--- src/rtl/sign_mag_alu.sv ---
// Sign-magnitude add/subtract and shift-add multiply unit with a busy/done handshake.
// The operand A register is loadable; operand B is taken from sw when start is strobed.
module sign_mag_alu #(
  parameter int unsigned WIDTH = 8,
  parameter int unsigned CNT_W = $clog2(WIDTH + 1)
) (
  input  logic               clk,
  input  logic               reset,
  input  logic [WIDTH-1:0]   sw,
  input  logic               load,
  input  logic               start,
  input  logic [1:0]         op,
  input  logic               select,
  output logic               busy,
  output logic               done,
  output logic [2*WIDTH-1:0] result_mag,
  output logic               sign,
  output logic [2*WIDTH-1:0] sel_out
);

  localparam int unsigned RW = 2 * WIDTH;

  typedef enum logic [1:0] {StIdle, StMul, StDone} state_e;

  state_e           state_q;
  logic [WIDTH-1:0] a_q;
  logic [WIDTH-1:0] mcand_q;
  logic [WIDTH-1:0] mplier_q;
  logic [RW-1:0]    acc_q;
  logic [RW-1:0]    result_q;
  logic             sign_q;
  logic [CNT_W-1:0] cnt_q;

  logic [WIDTH:0]   sum;
  logic             a_ge_b;
  logic [WIDTH-1:0] diff;
  logic [RW-1:0]    acc_next;
  logic             last_step;

  // B is sw itself on the start edge, so add/sub need no B register.
  always_comb begin
    sum       = {1'b0, a_q} + {1'b0, sw};
    a_ge_b    = (a_q >= sw);
    diff      = a_ge_b ? (a_q - sw) : (sw - a_q);
    acc_next  = mplier_q[0] ? (acc_q + (RW'(mcand_q) << cnt_q)) : acc_q;
    last_step = (cnt_q == CNT_W'(WIDTH - 1));
  end

  always_ff @(posedge clk or negedge reset) begin
    if (!reset) begin
      state_q  <= StIdle;
      a_q      <= '0;
      mcand_q  <= '0;
      mplier_q <= '0;
      acc_q    <= '0;
      result_q <= '0;
      sign_q   <= 1'b1;
      cnt_q    <= '0;
    end else begin
      unique case (state_q)
        StIdle: begin
          if (load) a_q <= sw;
          if (start) begin
            unique case (op)
              2'b00: begin
                result_q <= RW'(sum);
                sign_q   <= 1'b1;
                state_q  <= StDone;
              end
              2'b01: begin
                result_q <= RW'(diff);
                sign_q   <= a_ge_b;
                state_q  <= StDone;
              end
              2'b10: begin
                acc_q    <= '0;
                mcand_q  <= a_q;
                mplier_q <= sw;
                cnt_q    <= '0;
                state_q  <= StMul;
              end
              2'b11: begin
                result_q <= '0;
                sign_q   <= 1'b1;
                state_q  <= StDone;
              end
            endcase
          end
        end
        StMul: begin
          acc_q    <= acc_next;
          mplier_q <= mplier_q >> 1;
          cnt_q    <= cnt_q + CNT_W'(1);
          // Result is published only on the DONE-entry edge, never mid-multiply.
          if (last_step) begin
            result_q <= acc_next;
            sign_q   <= 1'b1;
            state_q  <= StDone;
          end
        end
        StDone:  state_q <= StIdle;
        default: state_q <= StIdle;
      endcase
    end
  end

  assign busy       = (state_q != StIdle);
  assign done       = (state_q == StDone);
  assign result_mag = result_q;
  assign sign       = sign_q;
  assign sel_out    = select ? result_q : RW'(sw);

endmodule

--- config.mk ---
export PLATFORM = sky130hd
export DESIGN_NAME = sign_mag_alu
export DESIGN_NICKNAME = d
export VERILOG_FILES = /design/src/rtl/sign_mag_alu.sv
export SDC_FILE = /design/constraint.sdc
export NUM_CORES = 1
export LEC_CHECK = 0
export CAP_MARGIN = 20
export CORE_ASPECT_RATIO = 0.6
export CORE_MARGIN = 10
export CORE_UTILIZATION = 58
export DETAILED_ROUTE_END_ITERATION = 6
export HOLD_SLACK_MARGIN = 0.1
export PLACE_DENSITY = 0.9
export REMOVE_ABC_BUFFERS = 1
export SLEW_MARGIN = 0
export SYNTH_ARGS = -nofsm -noshare
export SYNTH_HDL_FRONTEND = slang
export SYNTH_SLANG_ARGS = --single-unit
--- constraint.sdc ---
create_clock -name clk -period 3.35 [get_ports clk]
set_clock_uncertainty 0.05 [all_clocks]
set_input_delay 0.335 -clock clk [delete_from_list [all_inputs] [get_ports clk]]
set_output_delay 0.335 -clock clk [all_outputs]
set_load 0.02 [all_outputs]
# After elaboration in Yosys (flattened, before gate mapping)
# Index checks and enable logic that the tools add are counted.
[op_classes]
addsub = 5
order_cmp = 1
n_eq_ne = 11
shift = 1
n_mux = 24
reduce_logical = 12
[ops]
columns = ["operator", "count"]
rows = [
  ["$mux W16", 6],
  ["$pmux W16 S2", 2],
  ["$pmux W16 S3", 1],
  ["$mux W8", 3],
  ["$add A16 B16 Y16", 1],
  ["$pmux W8 S2", 1],
  ["$shl A8 B4 Y16", 1],
  ["$sub A8 B8 Y8", 2],
  ["$add A8 B8 Y9", 1],
  ["$ge A8 B8 Y1", 1],
  ["$mux W4", 2],
  ["$pmux W2 S2", 2],
  ["$pmux W4 S2", 1],
  ["$reduce_and A4 Y1", 2],
  ["$eq A2 B2 Y1 const B", 3],
  ["$reduce_and A3 Y1", 2],
  ["$add A4 B1 Y4 const B", 1],
  ["$eq A2 B1 Y1 const B", 2],
  ["$eq A4 B3 Y1 const B", 1],
  ["$logic_not A2 Y1", 2],
  ["$mux W2", 2],
  ["$ne A2 B2 Y1 const B", 2],
  ["$ne A4 B1 Y1 const B", 1],
  ["$pmux W1 S2", 2],
  ["7 further kinds", 10],
]
[word_totals]
ff_bits = 63
in_bits = 15
output_inout_bits = 35
elab_cells = 62

# Logic depth before layout (Yosys ltp)
[logic_depth]
ltp_word = 5
depth_mapped = 16
mapped_depth_nobuf = 15

# Least setup slack after synthesis
# No wires, ideal clock.
[synth_path]
path_kind = "register to register"
startpoint = "register cnt_q[1]"
endpoint = "register result_q[12], in the netlist result_mag[12]"
t_arrival_ns = 2.904
required_time_ns = 3.176
setup_slack_ns = 0.272
stages_incl_launch_ff = 13
period_less_slack_ns = 3.078
cell_sequence = "dfrtp_1 > clkbuf_1 > clkinv_1 > o21ai_0 > o21ai_0 > nor2b_1 > ha_1 > nand2_1 > a32oi_1 > or3b_2 > nand2b_1 > a221oi_1 > a211o_1"
[synth_between]
elab_chain_len = 5
elab_cells_between_ends = 8
[synth_lines]
columns = ["item", "line_no", "text"]
rows = [
  ["from (decl)", "32", "logic [CNT_W-1:0] cnt_q;"],
  ["from (signal assigned)", "93", "cnt_q <= cnt_q + CNT_W'(1);"],
  ["$shl A8 B4 Y16", "45", "acc_next = mplier_q[0] ? (acc_q + (RW'(mcand_q) << cnt_q)) : acc_q;"],
  ["$add A16 B16 Y16", "45", ""],
  ["$mux W16", "45", ""],
  ["$mux W16", "95", "if (last_step) begin"],
  ["$pmux W16 S2", "60", "unique case (state_q)"],
  ["to (signal assigned)", "66", "result_q <= RW'(sum);"],
  ["to (signal assigned)", "71", "result_q <= RW'(diff);"],
  ["to (signal assigned)", "96", "result_q <= acc_next;"],
  ["to (decl)", "30", "logic [RW-1:0] result_q;"],
]
# Several ways; a longest one is shown, not always the timed one. The select of a mux whose other input is x is not followed.
# A chain may end at the register's enable or synchronous reset.

# Worst setup path after layout
[layout_path]
startpoint = "register cnt_q[0]"
endpoint = "register result_q[7], in the netlist result_mag[7]"
# The elaborated chain is that of the path after synthesis.

==> impl_metrics.toml <==
[status]
status = "finished, final reports clean"

[floorplan]
dieHeight_um = 91.9
ios = 50
die_w_um = 140
start_util_pct = 59.1
coreArea_um2 = 8460
rows = 26
dieArea_um2 = 12800

[power_and_ir_drop]
leakagePower_nw = 2.77
power.density_nw_per_um2 = 1070
p_int_mw = 3.35
combPwrFrac_pct = 63.5
power_mw = 6.47
p_sw_share_pct = 48.2
clkPwrFrac_pct = 13.9
peakVddDrop_mv = 0.619
p_sw_mw = 3.12
seq_power_share_pct = 22.6

[synth]
synthesis.area_um2 = 4990
syn_inst = 601
synth_edf_count = 0
synth_common_cells = "92 x nand2_1, 62 x dfrtp_1, 58 x o21ai_0"
syn_avg_cell_area_um2 = 8.31
post-synth-top-count-cell = "nand2_1"
async_flop_share_pct = 100
ys.warnings.count = 0
ys.flop_type = "dfrtp_1"
synth_area_leader_cell = "dfrtp_1"
yosys-top-cells-area = "dfrtp_1 31%, ha_1 11%, nand2_1 6.9%"
yosysUniqueCellTypes = 61
ys_seq_elements = 63
ys_seq_area_share_pct = 31.6
synth.top_cell.area_share_pct = 31.1

[detailed_routing]
drc = 0
viasPerCell = 6.17
vias = 4760
drtPass1Iterations = 5
antenna_left = 0
wl_per_cell_um = 19.9
drtIter0Drc = 680
wirelength_um = 15400

[clock_network]
cts_tree = "done"
clockBufferDepth = 2
root_buffer = "clkbuf_16"
htree_levels = 3
clock-sinks = 63
cts_buffers = 9
path_clk_slew_ns = 0.06
clk_latency_ns = 0.33

[layout]
fillers = 656
syn_to_final_growth_pct = 21.5
drive_gt1_share_pct = 13.5
layout.cells.non_filler = 772
diodes = 0
nNetsFinal = 718
design_area_um2 = 6070

[sta]
setup_slack_ns = 0.157
hold_violations = 0
min_period_ns = 3.19
slew_headroom_pct = 36.2
setup_violations = 0
period_share_pct = 95.3
finalMaxSlewViolations = 0
timing.fmax_mhz = 313
tightest_slew_ns = 0.953

[worst_hold_path]
hold_path_class = "flop to flop"

[global_routing]
antenna_found_initial = 0
grt_pass1_wl_um = 24500
grt.total_usage_pct = 23.6
grt_pass1_vias = 4497
grt-ovfl-total = 0
grt_start_max_net_pins = 28

[worst_setup_path]
path_class = "flop to flop"
worstPathMaxFanout = 13
arrival_ns = 3.37
setup.worst_path.end_class = "flop"
start_kind = "flop"
worstPathRequired_ns = 3.52

[placed_design]
portBuffers = 49
gp_congestion = 1.02
hpwl_um = 11700
placed_cell_area_um2 = 5630
place_inst = 748
place_ws_ns = 0.110

[job]
drv_cap = 0
-- cell type report --
| class | count | area [µm²] | share of cell area (%) |
|---|---|---|---|
| clock buffers | 10 | 239 | 3.94 |
| clock inverters | 6 | 42.5 | 0.701 |
| inverters | 35 | 131 | 2.17 |
| multi-input cells | 472 | 3250 | 53.5 |
| flip-flops and latches | 63 | 1580 | 26.0 |
| well taps | 112 | 140 | 2.31 |
| repair buffers | 74 | 688 | 11.3 |
-- final timing paths --
check / startpoint / endpoint / slack [ns] / cells after the start
max in group asynchronous: reset / acc_q[8]$_DFFE_PN0P_ / 1.98 / 3
max: cnt_q[0]$_DFFE_PN0P_ / result_mag[7]$_DFFE_PN0P_ / 0.16 / 12
min reg2reg: mplier_q[3]$_DFFE_PN0P_ / mplier_q[3]$_DFFE_PN0P_ / 0.44 / 2
min: mplier_q[3]$_DFFE_PN0P_ / mplier_q[3]$_DFFE_PN0P_ / 0.44 / 2
min in group asynchronous: reset / mplier_q[2]$_DFFE_PN0P_ / 0.53 / 2
max reg2reg: cnt_q[0]$_DFFE_PN0P_ / result_mag[7]$_DFFE_PN0P_ / 0.16 / 12
-- timing repair --
action / CTS / global route
hold buffers: 1 / 0
resized for setup: 0 / 26
hold endpoints to repair: 24 / 0
setup endpoints to repair: 0 / 12
buffers inserted: 0 / 7
-- power groups by stage --
stage	sequential [mW]	clock [mW]	combinational, mW
finish	1.46	0.899	4.11
global route	1.51	0.943	4.46
CTS	1.44	0.901	3.74
detailed placement	1.45	0	3.71
global placement	1.44	0	3.64
floorplan	1.49	0	2.39
-- cells in the final DEF, fill, tap and decap left out, drive strengths merged, types with 6 or more instances in the layout --
master         synthesis  final
a21oi                 56     56
a31oi                  9      9
and2                  10     10
buf                   10     25
clkbuf                21     10
clkdlybuf4s50          0     48
dfrtp                 62     62
ha                    44     44
inv                   34     36
mux2                  13     13
mux2i                 20     20
nand2                 92     92
nor2                  38     38
nor2b                 11     11
nor3                   7      7
o21ai                 63     63
o21bai                 8      8
o22ai                  6      6
xnor2                 16     16
xor2                   9      9
-- flip-flops by register name, summed over array words and instances, names as in the netlist --
| name | count |
|---|---|
| state_q | 2 |
| a_q | 8 |
| cnt_q | 4 |
| mcand_q | 8 |
| sign | 1 |
| acc_q | 16 |
| result_mag | 16 |
| mplier_q | 8 |
-- metrics by stage --
step / TNS, ns / hold WS [ns] / util [%]
floorplan: 0 / -0.0106 / -
detailed placement: 0 / 0.344 / 66.5
finish: 0 / 0.439 / 71.7
CTS: 0 / 0.439 / 70.0
global placement: 0 / 0.331 / 66.5
global route: -0.0230 / 0.453 / 71.7
-- metal layers --
metal  GRT usage [%]  vias up  routed length, µm
met1            34.4     2264               7270
met5               0        -                  0
met2            32.8      258               6220
met3            8.08       25               1670
li1                -     2213                  -
met4            4.62        0                210
-- critical path, stage by stage, from the launching register on --
cell and delay, ns:
dfrtp_1 0.39, buf_12 0.16, mux2i_1 0.15, or2_2 0.33
nor3_1 0.25, ha_1 0.30, a21o_1 0.20, a21oi_2 0.20
o31a_1 0.32, xnor2_1 0.14, a22oi_2 0.18, o221ai_1 0.15
mux2_2 0.27
-- cell families (layout without fill, tap and decap cells) --
group,after synthesis,in the layout,synth area share (%)
simple gates,184,184,16.8
flops,63,63,31.6
xor+xnor,25,25,4.38
fa+ha+maj,48,48,12.6
buf+inv,66,125,5.31
mux,35,35,7.84
compound gates,180,180,21.5
Power figures use the tool's default switching activity.
